## src/rtl/masked_isw_and_serial_if.sv

```systemverilog
// Handshake bundle for the serial ISW masked AND: operand, randomness and
// result channels grouped so the block and its driver share one port.
interface masked_isw_and_serial_if #(
  parameter int NSHARES = 8,
  parameter int WIDTH   = 8
);
  logic                       in_valid;
  logic                       in_ready;
  logic [NSHARES*WIDTH-1:0]   x_shares_i;
  logic [NSHARES*WIDTH-1:0]   y_shares_i;
  logic                       rand_valid;
  logic                       rand_ready;
  logic [WIDTH-1:0]           rand_i;
  logic                       out_valid;
  logic                       out_ready;
  logic [NSHARES*WIDTH-1:0]   z_shares_o;
  logic                       busy_o;

  modport slave (
    input  in_valid, x_shares_i, y_shares_i,
    input  rand_valid, rand_i, out_ready,
    output in_ready, rand_ready, out_valid,
    output z_shares_o, busy_o
  );

  modport master (
    output in_valid, x_shares_i, y_shares_i,
    output rand_valid, rand_i, out_ready,
    input  in_ready, rand_ready, out_valid,
    input  z_shares_o, busy_o
  );
endinterface

```

## src/rtl/masked_isw_and_serial.sv

```systemverilog
// Serialised ISW masked AND: one cross-share pair (i<j) per cycle,
// each pair consuming one fresh random word.
module masked_isw_and_serial #(
  parameter int NSHARES = 8,
  parameter int WIDTH   = 8
) (
  input  logic                  clk,
  input  logic                  rst_n,
  masked_isw_and_serial_if.slave bus
);
  localparam int CW = (NSHARES > 2) ? $clog2(NSHARES) : 1;
  localparam logic [CW-1:0] LAST_I = CW'(NSHARES - 2);
  localparam logic [CW-1:0] LAST_J = CW'(NSHARES - 1);

  typedef enum logic [1:0] {
    IDLE,
    CROSS,
    DONE
  } state_e;

  state_e state_q;

  logic [NSHARES-1:0][WIDTH-1:0] x_q;
  logic [NSHARES-1:0][WIDTH-1:0] y_q;
  logic [NSHARES-1:0][WIDTH-1:0] z_q;
  logic [NSHARES-1:0][WIDTH-1:0] z_d;

  logic [CW-1:0] i_q, j_q;
  logic [CW-1:0] i_d, j_d;
  logic          last_pair;

  logic in_ready_q;
  logic rand_ready_q;
  logic out_valid_q;
  logic busy_q;

  // i != j always, so the two share updates never collide
  always_comb begin
    z_d = z_q;
    z_d[i_q] = z_q[i_q] ^ bus.rand_i;
    z_d[j_q] = z_q[j_q]
             ^ ((bus.rand_i ^ (x_q[i_q] & y_q[j_q]))
             ^ (x_q[j_q] & y_q[i_q]));
  end

  always_comb begin
    last_pair = (i_q == LAST_I) && (j_q == LAST_J);
    i_d = i_q;
    j_d = j_q + CW'(1);
    if (j_q == LAST_J) begin
      i_d = i_q + CW'(1);
      j_d = i_q + CW'(2);
    end
  end

  always_ff @(posedge clk) begin
    if (!rst_n) begin
      state_q      <= IDLE;
      i_q          <= '0;
      j_q          <= CW'(1);
      x_q          <= '0;
      y_q          <= '0;
      z_q          <= '0;
      in_ready_q   <= 1'b1;
      rand_ready_q <= 1'b0;
      out_valid_q  <= 1'b0;
      busy_q       <= 1'b0;
    end else begin
      unique case (state_q)
        IDLE: begin
          if (bus.in_valid) begin
            x_q          <= bus.x_shares_i;
            y_q          <= bus.y_shares_i;
            z_q          <= bus.x_shares_i & bus.y_shares_i;
            i_q          <= '0;
            j_q          <= CW'(1);
            state_q      <= CROSS;
            in_ready_q   <= 1'b0;
            rand_ready_q <= 1'b1;
            busy_q       <= 1'b1;
          end
        end
        CROSS: begin
          if (bus.rand_valid) begin
            z_q <= z_d;
            if (last_pair) begin
              state_q      <= DONE;
              rand_ready_q <= 1'b0;
              out_valid_q  <= 1'b1;
            end else begin
              i_q <= i_d;
              j_q <= j_d;
            end
          end
        end
        DONE: begin
          if (bus.out_ready) begin
            state_q     <= IDLE;
            out_valid_q <= 1'b0;
            busy_q      <= 1'b0;
            in_ready_q  <= 1'b1;
          end
        end
        default: state_q <= IDLE;
      endcase
    end
  end

  assign bus.in_ready   = in_ready_q;
  assign bus.rand_ready = rand_ready_q;
  assign bus.out_valid  = out_valid_q;
  assign bus.busy_o     = busy_q;
  assign bus.z_shares_o = z_q;
endmodule

```

## src/flat_wrapper.sv

```systemverilog
// flat-port wrapper written by rule: the top's interface ports become plain ports
module masked_isw_and_serial_flat 
#(
  parameter int NSHARES = 8,
  parameter int WIDTH   = 8
)
  (clk, rst_n, bus_in_valid, bus_x_shares_i, bus_y_shares_i, bus_rand_valid, bus_rand_i, bus_out_ready, bus_in_ready, bus_rand_ready, bus_out_valid, bus_z_shares_o, bus_busy_o);
  masked_isw_and_serial_if #(.NSHARES(NSHARES), .WIDTH(WIDTH)) bus_i ();
  input  logic clk;
  input  logic rst_n;
  input wire logic [$bits(bus_i.in_valid)-1:0] bus_in_valid;
  input wire logic [$bits(bus_i.x_shares_i)-1:0] bus_x_shares_i;
  input wire logic [$bits(bus_i.y_shares_i)-1:0] bus_y_shares_i;
  input wire logic [$bits(bus_i.rand_valid)-1:0] bus_rand_valid;
  input wire logic [$bits(bus_i.rand_i)-1:0] bus_rand_i;
  input wire logic [$bits(bus_i.out_ready)-1:0] bus_out_ready;
  output wire logic [$bits(bus_i.in_ready)-1:0] bus_in_ready;
  output wire logic [$bits(bus_i.rand_ready)-1:0] bus_rand_ready;
  output wire logic [$bits(bus_i.out_valid)-1:0] bus_out_valid;
  output wire logic [$bits(bus_i.z_shares_o)-1:0] bus_z_shares_o;
  output wire logic [$bits(bus_i.busy_o)-1:0] bus_busy_o;
  assign bus_i.in_valid = bus_in_valid;
  assign bus_i.x_shares_i = bus_x_shares_i;
  assign bus_i.y_shares_i = bus_y_shares_i;
  assign bus_i.rand_valid = bus_rand_valid;
  assign bus_i.rand_i = bus_rand_i;
  assign bus_i.out_ready = bus_out_ready;
  assign bus_in_ready = bus_i.in_ready;
  assign bus_rand_ready = bus_i.rand_ready;
  assign bus_out_valid = bus_i.out_valid;
  assign bus_z_shares_o = bus_i.z_shares_o;
  assign bus_busy_o = bus_i.busy_o;
  masked_isw_and_serial #(.NSHARES(NSHARES), .WIDTH(WIDTH)) u_core (.clk(clk), .rst_n(rst_n), .bus(bus_i));
endmodule
```

## config.mk

```make
export PLATFORM = sky130hd
export DESIGN_NAME = masked_isw_and_serial_flat
export DESIGN_NICKNAME = d
export VERILOG_FILES = /design/src/rtl/masked_isw_and_serial_if.sv /design/src/rtl/masked_isw_and_serial.sv /design/src/flat_wrapper.sv
export SDC_FILE = /design/constraint.sdc
export NUM_CORES = 1
export LEC_CHECK = 0
export CAP_MARGIN = 20
export CORE_MARGIN = 2
export CORE_UTILIZATION = 59
export DETAILED_ROUTE_END_ITERATION = 10
export HOLD_SLACK_MARGIN = 0.02
export PLACE_DENSITY = 0.87
export RECOVER_POWER = 50
export SLEW_MARGIN = 20
export SYNTH_ARGS = -nofsm -noshare
export SYNTH_HDL_FRONTEND = slang
export SYNTH_SLANG_ARGS = --single-unit
```

## constraint.sdc

```tcl
create_clock -name clk -period 7.34 [get_ports clk]
set_clock_uncertainty 0.1 [all_clocks]
set_input_delay 1.468 -clock clk [delete_from_list [all_inputs] [get_ports clk]]
set_output_delay 1.468 -clock clk [all_outputs]
set_load 0.01 [all_outputs]
```

Word-level counts from Yosys, hierarchy flattened
Index checks and enable logic that the tools add are counted.
{"block": "totals", "reg_bits": 204, "in_bits": 141, "out_inout_bits": 68}
{"block": "op_classes", "n_addsub": 3, "n_lt_le_gt_ge": 4, "eq_ne": 10, "muxes": 48, "bitwise": 7, "reduce_logical": 15}
{"cell": "$bmux 8 s3", "count": 6}
{"cell": "$bwmux 64", "count": 2}
{"cell": "$mux 64", "count": 2}
{"cell": "$pmux 64 s2", "count": 1}
{"cell": "$and 64x64->64", "count": 1}
{"cell": "$mux 8", "count": 8}
{"cell": "$demux 8 s3", "count": 2}
{"cell": "$xor 8x8->8", "count": 4}
{"cell": "$mux 3", "count": 8}
{"cell": "$and 8x8->8", "count": 2}
{"cell": "$reduce_and 4->1", "count": 4}
{"cell": "$pmux 3 s2", "count": 2}
{"cell": "$lt 3x4->1 const B", "count": 2}
{"cell": "$mux 1", "count": 8}
{"cell": "$mux 2", "count": 4}
{"cell": "$ne 2x2->1 const B", "count": 4}
{"cell": "$pmux 1 s2", "count": 4}
{"cell": "$add 3x1->3 const B", "count": 2}
{"cell": "$eq 3x3->1 const B", "count": 2}
{"cell": "$ge 3x1->1 const B", "count": 2}
{"cell": "$pmux 2 s3", "count": 1}
{"cell": "$reduce_and 3->1", "count": 2}
{"cell": "$reduce_bool 2->1", "count": 3}
{"cell": "$reduce_and 5->1", "count": 1}
{"cell": "7 further kinds", "count": 10}

Depth between registers and ports, before layout
{"block": "logic_depth", "ltp_word": 9, "mapped_depth": 11, "depth_no_buf": 8}

Worst setup path before layout
Ideal clock, no wire load.
{"block": "synth_timing", "path_type": "in2reg", "from": "in bus_rand_valid", "to": "reg u_core.z_q (netlist bit u_core.bus.z_shares_o[24])", "setup_time_ns": 0.138, "arrival_time_ns": 2.729, "t_required_ns": 7.102, "setup_slack_ns": 4.372, "path_stages": 7, "cell_sequence": "mux2_2 nand2_1 clkbuf_1 a31oi_1 o221ai_1 o211ai_1 o21ai_0"}
{"block": "synth_between", "elab_chain_cells": 2}
{"element": "start: declaration", "line_no": "flat_wrapper.sv:14", "text": "input wire logic [$bits(bus_i.rand_valid)-1:0] bus_rand_valid;"}
{"element": "$ne 2x2->1 (no source line)"}
{"element": "$reduce_and 3->1 (no source line)"}
{"element": "end signal: assignment", "line_no": "masked_isw_and_serial.sv:74", "text": "z_q <= bus.x_shares_i & bus.y_shares_i;"}
{"element": "end signal: assignment", "line_no": "masked_isw_and_serial.sv:85", "text": "z_q <= z_d;"}
{"element": "end: declaration", "line_no": "masked_isw_and_serial.sv:25", "text": "logic [NSHARES-1:0][WIDTH-1:0] z_q;"}
Every way passes these cells.
A chain may end at the register's enable or synchronous reset.

Worst setup path after layout
{"block": "layout_timing", "from": "reg u_core.j_q[1]", "to": "reg u_core.z_q (netlist bit u_core.bus.z_shares_o[56])"}
{"block": "layout_between", "elab_chain_cells": 9, "elab_cells_between_ends": 19}
{"element": "start: declaration", "line_no": "masked_isw_and_serial.sv:28", "text": "logic [CW-1:0] i_q, j_q;"}
{"element": "start signal: assignment", "line_no": "masked_isw_and_serial.sv:92", "text": "j_q <= j_d;"}
{"element": "$bmux 8 s3", "line_no": "masked_isw_and_serial.sv:42", "text": "^ ((bus.rand_i ^ (x_q[i_q] & y_q[j_q]))"}
{"element": "$mux 8 (not written as such)", "line_no": "masked_isw_and_serial.sv:42"}
{"element": "$and 8x8->8", "line_no": "masked_isw_and_serial.sv:42"}
{"element": "$xor 8x8->8", "line_no": "masked_isw_and_serial.sv:42"}
{"element": "$xor 8x8->8", "line_no": "masked_isw_and_serial.sv:43", "text": "^ (x_q[j_q] & y_q[i_q]));"}
{"element": "$xor 8x8->8", "line_no": "masked_isw_and_serial.sv:42"}
{"element": "$bwmux 64 *", "line_no": "masked_isw_and_serial.sv:41", "text": "z_d[j_q] = z_q[j_q]"}
{"element": "$mux 64 *", "line_no": "masked_isw_and_serial.sv:84", "text": "if (bus.rand_valid) begin"}
{"element": "$pmux 64 s2 *", "line_no": "masked_isw_and_serial.sv:69", "text": "unique case (state_q)"}
Every way passes the cells marked *; elsewhere a longest branch is shown, timed or not. The select of a mux whose other input is x is not followed.

==> results.ini <==
[setup_path]
critPathRequiredTime_ns = 7.60
r2r_cells = 7
critical_path_buf_inv_count = 1
max_stage_delay_ns = 1.83
timing.rr.end = u_core.bus.z_shares_o[56]
critPathMaxFanout = 45
r2r_start = u_core.j_q[1]
cp_common_cell = xnor2_1
criticalPathCategory = reg2reg
worstPathArrival_ns = 5.51
cp-start-kind = flop
cp_slowest_cell = clkbuf_1
crit_family = buffers and inverters
cp.depth = 7
rrSetupSlack_ns = 2.09
crit_chain = clkbuf_1 > nand2_1 > o221ai_1 > a22oi_1 > xnor2_1 > xnor2_1 > o21ai_0
cp-end-kind = flop

[sta]
slew_violations = 68
worst_pin_slew_ns = 2.496
slew-limit-headroom = -0.6643
period_needed_ns = 5.247
setup_tns_ns = 0
max_freq_mhz = 190.6
holdWs_ns = 0.3803
setup_ws_ns = 2.093
rsz0062_at_grt = no
period_share = 0.7148
timing_hold_violations_final = 0
setup_violations = 0

[clock_tree]
htreeDepth = 1
clock_latency_ns = 0.52
numCtsBuffers = 23
cts-root-buf = clkbuf_16
cts-resized-gates = 0
clk_pin_slew_ns = 0.06
postCtsSetupBuffers = 0
hold_buffers = 0
tritoncts = yes
cts.sinks = 204
cts_buffer_depth = 3

[routing]
drtAntennaViolNets = 0
drc = 0
wl_per_cell_um = 27.62
vias_per_cell = 7.018
routed_wl_um = 54820
drtPass1Iterations = 6
drt_iter0_markers = 1940
routed-via-count = 13930

[hold_path]
hp-class = reg2reg
hold_start = u_core.y_q[52]
hold_depth = 2
whs_endpoint = u_core.y_q[52]

[global_routing]
antenna_found_initial = 1
grt_pass1_vias = 13165
grt_max_degree = 132
grt_pass1_wl_um = 81560
grt-ovfl-total = 0
groute.usage.overall = 0.4528

[placement]
post-place-ws_ns = 2.975
portBuffers = 208
dp_hpwl_um = 38910
gp_congestion = 1.018

[synth]
synth_edf_count = 0
avgSynthCellArea_um2 = 8.451
syn-num-nets = 1710
synth_seq_cells = 204
synthCells = 1561
syn-cell-area_mm2 = 0.01319
seq_area_frac_synth = 0.3096
synth-main-ff-cell = dfxtp_1
yosysWarningCount = 0
async_flop_share = 0
synth_cell_type_count = 74

[floorplan]
die_area_mm2 = 0.02357
rows = 54
dieWidth_um = 153.5
start_util = 0.6026
core_area_mm2 = 0.02189
dieHeight_um = 153.5
io_pins = 209

[power]
ir_worst_vdd_mv = 0.1912
leakage_nw = 5.846
power_density_mw_per_mm2 = 200.4

[cells_and_area]
multi_input_area_mm2 = 0.008427
drive_gt1_frac = 0.09577
nets = 1837
ff_latch_area_mm2 = 0.004095
synthToLayoutAreaGrowth_pct = 20.00
fill_cells = 1701

[run_status]
outcome = finished, violations left
violations = max-capacitance violations, max-slew violations

[run]
maxCapViolations = 2

[routing by layer]
layer | global-route usage | up-vias | part of all wire
met5 | 0 | - | 0
met3 | 0.1113 | 262 | 0.13
met4 | 0.2770 | 0 | 0.081
li1 | - | 5935 | -
met1 | 0.5966 | 6552 | 0.37
met2 | 0.6730 | 1181 | 0.42
[cell type report]
class	instances	area share
Clock inverter	8	0.004110
Antenna cell	3	0.0004742
Inverter	10	0.002371
Multi-Input combinational cell	1225	0.5323
Timing Repair Buffer	224	0.1397
Tap cell	280	0.02213
Clock buffer	31	0.04015
Sequential cell	204	0.2587
[power breakdown]
part | switching, mW | leakage [nW] | internal, mW
Combinational | 0.450 | 3.81 | 0.314
Clock | 0.481 | 0.352 | 0.638
Sequential | 0.102 | 1.68 | 1.19
Total | 1.03 | 5.85 | 2.14
[sequential cells by signal (all words and copies together) (netlist names)]
register               flops
u_core.bus.busy_o          1
u_core.bus.rand_ready      1
u_core.y_q                64
u_core.j_q                 3
u_core.x_q                64
u_core.state_q             2
u_core.i_q                 3
u_core.bus.in_ready        1
u_core.bus.z_shares_o     64
u_core.bus.out_valid       1
[synthesized netlist by cell type, types with 6 or more instances]
cell       count  area share
nand2_1      424        0.12
dfxtp_1      204        0.31
a21boi_0     143       0.081
clkbuf_1      76       0.022
o21ai_0       74       0.028
a21oi_1       57       0.022
mux4_2        56       0.096
nor2_1        52       0.015
mux2i_1       51       0.039
nand3_1       44       0.017
o22ai_1       34       0.016
o211ai_1      29       0.017
nor2b_1       19      0.0090
mux2_2        17       0.015
nor3_1        15      0.0057
buf_4         14      0.0080
or3_1         13      0.0062
buf_6         12       0.010
a22oi_1       10      0.0057
and2_1        10      0.0047
buf_2         10      0.0038
mux4_1        10       0.020
o221ai_1      10      0.0066
xor2_1        10      0.0066
a211oi_1       9      0.0051
inv_1          9      0.0026
a31oi_1        8      0.0038
ha_1           8      0.0076
o2bb2ai_1      8      0.0053
xnor2_1        8      0.0053
a221oi_1       7      0.0046
a311oi_1       6      0.0040
a32oi_1        6      0.0040
buf_1          6      0.0017
nand2b_1       6      0.0028
o221a_2        6      0.0051
[worst register-to-register path, stage by stage, from the launching register on]
cell	delay (ns)
dfxtp_4	0.80
clkbuf_1	1.83
nand2_1	0.63
o221ai_1	0.37
a22oi_1	0.16
xnor2_1	0.17
xnor2_1	0.80
o21ai_0	0.22
[how the worst max path moves through the flow]
| stage | from | end | slack, ns |
|---|---|---|---|
| 2_1_floorplan | bus_rand_valid | u_core.bus.z_shares_o[24] | 4.37 |
| 3_3_place_gp | bus_in_valid | u_core.bus.z_shares_o[12] | 3.05 |
| 3_5_place_dp | bus_in_valid | u_core.bus.z_shares_o[10] | 2.97 |
| 4_1_cts | bus_in_valid | u_core.bus.z_shares_o[10] | 3.49 |
| 5_1_grt | u_core.j_q[1] | u_core.bus.z_shares_o[56] | 1.99 |
| 6_report | u_core.j_q[1] | u_core.bus.z_shares_o[56] | 2.09 |
[placed cells by master (no fill, tap or decap), types with 8 or more instances in the layout]
| cell | count |
|---|---|
| nand2_1 | 424 |
| dfxtp_1 | 199 |
| a21boi_0 | 143 |
| clkdlybuf4s50_1 | 138 |
| o21ai_0 | 74 |
| dlygate4sd3_1 | 69 |
| a21oi_1 | 57 |
| mux4_2 | 56 |
| nor2_1 | 52 |
| mux2i_1 | 51 |
| nand3_1 | 43 |
| o22ai_1 | 34 |
| o211ai_1 | 29 |
| clkbuf_16 | 23 |
| nor2b_1 | 18 |
| mux2_2 | 17 |
| nor3_1 | 15 |
| buf_4 | 14 |
| or3_1 | 13 |
| and2_1 | 10 |
| a22oi_1 | 10 |
| mux4_1 | 10 |
| xor2_1 | 10 |
| o221ai_1 | 10 |
| inv_1 | 9 |
| a211oi_1 | 9 |
| xnor2_1 | 8 |
| o2bb2ai_1 | 8 |
| ha_1 | 8 |
[stage by stage]
step	std cells	power, mW	cell area [um^2]	util
floorplan	1561	1.691	13190	-
global placement	1943	2.035	15120	0.6906
CTS	1982	3.143	15820	0.7226
detailed placement	1943	2.050	15120	0.6906
global route	1983	3.251	15830	0.7229
finish	1985	3.173	15830	0.7231
[cells by family (layout without fill, tap and decap cells)]
group                      count (synthesis)  after routing  synth area share
and+or+nand+nor                          607            607            0.1933
AOI/OAI and AO/OA                        447            447            0.2379
DFF                                      204            204            0.3096
muxes                                    136            136            0.1716
buffers and inverters                    132            273           0.05425
xor gates and xnor gates                  27             27           0.02580
adders and majority gates                  8              8          0.007588
other                                      0              3                 0
(Power assumes the default switching activity.)
